<file path="config.mk">
export PLATFORM = sky130hd
export DESIGN_NAME = fetch_unit_flat
export DESIGN_NICKNAME = d
export VERILOG_FILES = /design/src/rtl/fetch_unit_if.sv /design/src/rtl/fetch_unit.sv /design/src/flat_wrapper.sv
export SDC_FILE = /design/constraint.sdc
export NUM_CORES = 1
export LEC_CHECK = 0
export CAP_MARGIN = 15
export CORE_ASPECT_RATIO = 1.5
export CORE_UTILIZATION = 40
export DETAILED_ROUTE_END_ITERATION = 16
export PLACE_DENSITY = 0.75
export SYNTH_ARGS = -nofsm -noshare
export SYNTH_HDL_FRONTEND = slang
export SYNTH_SLANG_ARGS = --single-unit
</file>
<file path="constraint.sdc">
create_clock -name clk -period 1.9 [get_ports clk]
set_input_delay 0.38 -clock clk [delete_from_list [all_inputs] [get_ports clk]]
set_output_delay 0.38 -clock clk [all_outputs]
set_load 0.03 [all_outputs]
</file>
<file path="src/rtl/fetch_unit_if.sv">
// Instruction-memory read port between the fetch unit (master) and memory (slave).
// The request is held until the memory returns an acknowledge.
interface fetch_unit_if #(
    parameter int AW = 8
);
    logic          mem_req;
    logic [AW-1:0] mem_addr;
    logic          mem_ack;
    logic [15:0]   mem_rdata;

    modport master (output mem_req, output mem_addr, input mem_ack, input mem_rdata);
    modport slave  (input mem_req, input mem_addr, output mem_ack, output mem_rdata);
endinterface

</file>
<file path="src/rtl/fetch_unit.sv">
// Instruction fetch/execute sequencer: IDLE -> FETCH -> EXEC, with free-run or
// single-step operation, conditional PC load, fetch timeout fault and HALT.
module fetch_unit #(
    parameter int AW  = 8,
    parameter int TMO = 15
) (
    input  logic          clk,
    input  logic          rst,
    input  logic          step,
    input  logic          run,
    fetch_unit_if.master  mem,
    output logic [15:0]   ir,
    output logic [4:0]    OpCode,
    output logic [AW-1:0] pc,
    output logic          exec_en,
    input  logic          LDPC,
    input  logic          LDIR,
    input  logic          JZ,
    input  logic          JC,
    input  logic          JUMP,
    input  logic          flag_we,
    input  logic          z_in,
    input  logic          c_in,
    output logic          fault,
    output logic          halted
);
    localparam int CW = $clog2(TMO + 1);

    typedef enum logic [1:0] {IDLE, FETCH, EXEC, HALT} state_t;

    state_t        state;
    logic [CW-1:0] wait_cnt;
    logic          step_meta;
    logic          step_sync;
    logic          step_prev;
    logic          step_pulse;
    logic          zf;
    logic          cf;
    logic          taken;

    assign step_pulse    = step_sync & ~step_prev;
    assign taken         = JUMP | (JZ & zf) | (JC & cf);
    assign mem.mem_addr  = pc;
    assign OpCode        = ir[15:11];

    // step is asynchronous: two flops before the edge detector.
    always_ff @(posedge clk or posedge rst) begin
        if (rst) begin
            step_meta <= 1'b0;
            step_sync <= 1'b0;
            step_prev <= 1'b0;
        end else begin
            step_meta <= step;
            step_sync <= step_meta;
            step_prev <= step_sync;
        end
    end

    // NOTE: every register here uses <= so all branches see the pre-edge values
    // (EXEC reads zf/cf before they are rewritten in the same cycle).
    always_ff @(posedge clk or posedge rst) begin
        if (rst) begin
            state       <= IDLE;
            pc          <= '0;
            ir          <= '0;
            mem.mem_req <= 1'b0;
            exec_en     <= 1'b0;
            zf          <= 1'b0;
            cf          <= 1'b0;
            fault       <= 1'b0;
            halted      <= 1'b0;
            wait_cnt    <= '0;
        end else begin
            exec_en <= 1'b0;
            unique case (state)
                IDLE: begin
                    if (run || step_pulse) begin
                        state       <= FETCH;
                        mem.mem_req <= 1'b1;
                        wait_cnt    <= '0;
                    end
                end
                FETCH: begin
                    if (mem.mem_ack) begin
                        ir          <= mem.mem_rdata;
                        mem.mem_req <= 1'b0;
                        exec_en     <= 1'b1;
                        state       <= EXEC;
                    end else if (wait_cnt == CW'(TMO - 1)) begin
                        // Timeout abandons the fetch; pc and ir keep their values.
                        fault       <= 1'b1;
                        mem.mem_req <= 1'b0;
                        state       <= IDLE;
                    end else begin
                        wait_cnt <= wait_cnt + 1'b1;
                    end
                end
                EXEC: begin
                    if (LDPC) pc <= taken ? ir[AW-1:0] : pc + 1'b1;
                    if (flag_we) begin
                        zf <= z_in;
                        cf <= c_in;
                    end
                    if (!LDIR) begin
                        state  <= HALT;
                        halted <= 1'b1;
                    end else if (run) begin
                        state       <= FETCH;
                        mem.mem_req <= 1'b1;
                        wait_cnt    <= '0;
                    end else begin
                        state <= IDLE;
                    end
                end
                HALT: begin
                    halted <= 1'b1;
                end
            endcase
        end
    end
endmodule

</file>
<file path="src/flat_wrapper.sv">
// flat-port wrapper written by rule: the top's interface ports become plain ports
module fetch_unit_flat 
#(
    parameter int AW  = 8,
    parameter int TMO = 15
)
  (clk, rst, step, run, ir, OpCode, pc, exec_en, LDPC, LDIR, JZ, JC, JUMP, flag_we, z_in, c_in, fault, halted, mem_mem_req, mem_mem_addr, mem_mem_ack, mem_mem_rdata);
  fetch_unit_if #(.AW(AW)) mem_i ();
  input  logic clk;
  input  logic rst;
  input  logic step;
  input  logic run;
  output logic [15:0] ir;
  output logic [4:0] OpCode;
  output logic [AW-1:0] pc;
  output logic exec_en;
  input  logic LDPC;
  input  logic LDIR;
  input  logic JZ;
  input  logic JC;
  input  logic JUMP;
  input  logic flag_we;
  input  logic z_in;
  input  logic c_in;
  output logic fault;
  output logic halted;
  output wire logic [$bits(mem_i.mem_req)-1:0] mem_mem_req;
  output wire logic [$bits(mem_i.mem_addr)-1:0] mem_mem_addr;
  input wire logic [$bits(mem_i.mem_ack)-1:0] mem_mem_ack;
  input wire logic [$bits(mem_i.mem_rdata)-1:0] mem_mem_rdata;
  assign mem_mem_req = mem_i.mem_req;
  assign mem_mem_addr = mem_i.mem_addr;
  assign mem_i.mem_ack = mem_mem_ack;
  assign mem_i.mem_rdata = mem_mem_rdata;
  fetch_unit #(.AW(AW), .TMO(TMO)) u_core (.clk(clk), .rst(rst), .step(step), .run(run), .mem(mem_i), .ir(ir), .OpCode(OpCode), .pc(pc), .exec_en(exec_en), .LDPC(LDPC), .LDIR(LDIR), .JZ(JZ), .JC(JC), .JUMP(JUMP), .flag_we(flag_we), .z_in(z_in), .c_in(c_in), .fault(fault), .halted(halted));
endmodule
</file>
==> results.txt, run 1 <==
----------------------------------------------------
[Global routing]
  Initial antenna violation count ... 0
  Pin count of the biggest net entering global routing ... 24
  Global-route wire length before repair ... between 6 and 7 mm
  Remaining Overflow, GRT ... 0
  Via count of the first global-routing pass ... 1485
  Total track usage ... 0.1730

[Placement]
  Half-perimeter wire length after placement ... around 3.1 mm
  Count of input and output buffers ... 69
  Placed inst area ... 0.002599 mm^2
  Final estimated routing congestion in global placement ... approximately 0.82

[Setup path]
  Combined buffer and inverter count along the critical path ... 1
  Cell-by-cell trace of the critical path ... clkdlybuf4s50_1
  Classification of the worst setup path ... reg -> out
  Required time worst endpoint ... 1.52 ns
  Endpoint kind of the worst setup timing path ... output pin
  Number of cell instances on the worst register-to-register path ... 6
  Flop2flop setup slack ... roughly 0.1 ns
  Critical path's slowest cell ... sky130_fd_sc_hd__clkdlybuf4s50_1
  Critical path origin ... u_core.mem.mem_addr[2]
  Gate family responsible for the most delay along the worst path ... buffers and inverters
  End point of the critical path ... pc[2]
  WP depth ... 1
  Delay of the slowest cell on the worst path ... 0.72 ns
  Origin of the critical flop-to-flop path ... u_core.state[0]
  Arrival time at the worst endpoint ... 1.47 ns
  Largest fanout on the critical path ... 8
  Element type at the critical path start ... register
  RR Endpoint ... u_core.wait_cnt[3]

[Timing]
  Final max-slew violation count ... 0
  Top achievable clock speed ... 0.5399 GHz
  Fin Hold WS ... approximately 0.36 ns
  Portion of the clock cycle consumed by the worst path in the final layout ... 0.9748
  Unrepaired setup endpoints after global routing ... false
  Final worst clock skew ... 0.006886 ns
  Slew margin rel. ... 0.7523
  Transition time at the pin with the least slew margin ... 0.3699 ns
  Clock period minus worst slack ... 1.852 ns
  Fin. Hold Viols ... 0
  Number of endpoints failing setup at the final stage ... 0

[Cells and area]
  Final core occ ... 0.6017
  Cell area after layout ... 0.002710 mm^2
  # diodes ... 0
  Layout filler cell count ... ~380
  Area growth from synthesis to layout ... 44.40%
  Number of nets in the finished design ... 272
  Sequential cell area ... 975.9 um^2
  Area of combinational cells with multiple inputs ... 767.0 um^2
  Fraction of final layout cells sized beyond drive strength 1 ... 0.1525

[Route]
  Number of detailed-route iterations in the first pass ... 12
  Count of routing violations after the opening detailed-route iteration ... 74
  Per-cell via count in the routed design ... 5.289
  Via total after detailed routing ... about 1.5k
  DRT antenna net count ... 0
  DRC Markers ... 2
  Overall routed net length ... approximately 4 mm
  Average detailed-routed wire length per instance ... 14.35 um

[Synth]
  Cell type with the largest total area after synthesis ... sky130_fd_sc_hd__dfrtp_1
  Area share of the largest cell type after synthesis ... 0.5200
  Cell types with the largest area share after synthesis ... sky130_fd_sc_hd__dfrtp_1 (52%), sky130_fd_sc_hd__mux2_2 (11%), sky130_fd_sc_hd__ha_1 (5.3%), sky130_fd_sc_hd__buf_4 (5.2%), sky130_fd_sc_hd__o21ai_0 (4.5%)
  Post-synth EDFFs ... 0
  Gate count after technology mapping ... 169
  Distinct cells, synth ... 32
  Number of warnings reported in the yosys synthesis log ... 0
  Post-Synthesis Mean Instance Area ... 11.11 um^2
  Share of async-settable or async-resettable flops after synthesis ... 1.000
  Register area share after synthesis ... 0.5200
  Area of the mapped netlist ... roughly 0.0019 mm^2
  Register bit count reported by yosys ... 39
  Synthesized net count ... 206
  Dominant register cell in the synthesized netlist ... sky130_fd_sc_hd__dfrtp_1

[Die]
  Initial core utilization ... 0.4167
  Total die area ... 0.004976 mm^2
  Number of placement rows ... 30
  Number of top-level pins ... 70
  Vertical die dimension ... approximately 86 um
  Horizontal die dimension ... 57.93 um
  Core Region ... ~0.0045 mm^2

[Power]
  Part of the total power dissipated in combinational logic ... 0.556
  Total net switching power ... 0.002016 W
  Share of total power in the clock network ... 0.128
  Overall power of the completed layout ... 0.004711 W
  Net switching fraction of the power ... 0.4279
  IR Drop Worst-Case VDD ... 0.7818 mV
  Sequential share of power ... 0.316
  Cell internal pwr ... 0.002695 W
  Power Density ... 1738 mW/mm^2
  Total leakage power ... 1.151 nW

[Clock tree]
  Number of CTS-inserted buffers ... 5
  TritonCTS clock tree ... built
  Sinks on Clock Net ... 39
  Clock root buffer ... sky130_fd_sc_hd__clkbuf_8
  CTS clock-pin slew for the worst setup and hold paths ... 0.08 ns
  CTS max path bufs ... 2
  Cts hold-fix bufs ... 0
  H-tree depth ... 2
  Worst skew pair latency ... 0.28 ns

[Status]
  Run status ... finished, violations left
  Violations in the final reports ... DRC

[Flow run]
  Max Cap Viol ... 0

[Min path]
  Worst hold path stage count ... 0
  Class of the tightest hold or removal check ... reg -> reg

----------------------------------------------------
cell families (layout without fill, tap and decap cells):
family | Yosys count | after routing | synth area share
flip-flops | 39 | 39 | 0.5200
adder cells (fa/ha/maj) | 8 | 8 | 0.05334
multiplexers | 19 | 19 | 0.1133
AND/OR/NAND/NOR | 37 | 37 | 0.1027
buffers and inverters | 25 | 92 | 0.07800
AO/OA/AOI/OAI | 41 | 41 | 0.1327
sequential cells by signal, indices dropped and copies added (netlist names):
signal,cells
u_core.mem.mem_req,1
u_core.step_sync,1
u_core.step_meta,1
u_core.mem.mem_addr,8
u_core.step_prev,1
u_core.wait_cnt,4
u_core.exec_en,1
u_core.cf,1
u_core.state,2
u_core.zf,1
u_core.ir,16
u_core.fault,1
u_core.halted,1
Yosys cell counts (2+ instances only):
cell type	n
sky130_fd_sc_hd__nor2b_1	2
sky130_fd_sc_hd__nand4_1	3
sky130_fd_sc_hd__clkbuf_1	2
sky130_fd_sc_hd__o21ai_0	17
sky130_fd_sc_hd__ha_1	8
sky130_fd_sc_hd__a21oi_1	10
sky130_fd_sc_hd__nand3_1	8
sky130_fd_sc_hd__buf_2	3
sky130_fd_sc_hd__buf_4	13
sky130_fd_sc_hd__nand2_1	12
sky130_fd_sc_hd__nor2_1	4
sky130_fd_sc_hd__o22ai_1	2
sky130_fd_sc_hd__mux2_2	18
sky130_fd_sc_hd__a2bb2oi_1	3
sky130_fd_sc_hd__a221oi_1	2
sky130_fd_sc_hd__and2_1	2
sky130_fd_sc_hd__dfrtp_1	39
sky130_fd_sc_hd__inv_1	7
routing by layer:
layer	global-route usage	vias up	wire (um)
met5	0	-	0
met4	0.08009	0	73
met3	0.02715	6	199
met2	0.3114	49	2340
met1	0.1955	726	1463
li1	-	721	-
cell type report:
cell class | count | share of cell area
flip-flops and latches | 39 | 0.3601
clock buffers | 8 | 0.03693
inverters | 7 | 0.009695
multi-input cells | 105 | 0.2830
repair buffers | 77 | 0.2881
well taps | 48 | 0.02216
worst min-delay path by stage:
| stage | end | start | slack, ns |
|---|---|---|---|
| after floorplan | u_core.step_sync | u_core.step_meta | 0.33 |
| after global placement | u_core.step_sync | u_core.step_meta | 0.33 |
| after detailed placement | u_core.step_sync | u_core.step_meta | 0.34 |
| after CTS | u_core.step_sync | u_core.step_meta | 0.36 |
| after global routing | u_core.step_sync | u_core.step_meta | 0.36 |
| final | u_core.step_sync | u_core.step_meta | 0.36 |
per-stage QoR:
stage	instances	setup WS [ns]	setup TNS (ns)
2_1_floorplan	169	0.1515	0
3_3_place_gp	276	0.02426	0
3_5_place_dp	276	-0.01676	-0.01676
4_1_cts	284	0.03304	0
5_1_grt	284	0.003414	0
6_report	284	0.04789	0
layout by cell type, fill, tap and decap left out, drive strengths merged, types with 2 or more instances in the layout:
cell,netlist,layout
dlymetal6s2s,0,2
and2,2,2
ha,8,8
nor2,4,4
o22ai,2,2
nand4,3,3
buf,16,8
inv,7,7
o21ai,17,17
mux2,18,18
a2bb2oi,3,3
nand3,8,8
clkdlybuf4s50,0,67
a221oi,2,2
nand2b,2,2
clkbuf,2,8
nor2b,2,2
a21oi,10,10
nand2,12,12
dfrtp,39,39
timing repair:
item	4_1_cts	5_1_grt
gates resized for setup	0	4
setup endpoints to repair	0	3
buffers inserted	0	0
power groups by stage:
stage / combinational [W] / sequential [W] / clock (W)
after floorplan: 0.00115 / 0.00201 / 0
after global placement: 0.00259 / 0.00149 / 0
after detailed placement: 0.00263 / 0.00151 / 0
after CTS: 0.00263 / 0.00149 / 0.000629
after global routing: 0.00278 / 0.00155 / 0.000655
final: 0.00262 / 0.00149 / 0.000602
(Power assumes the default switching activity.)
==> run 2: changes to the inputs <==
Settings changed: SLEW_MARGIN from default to 20.
==> results of run 2 <==
No change in the layout: final DEF, timing and power equal those of run 1.
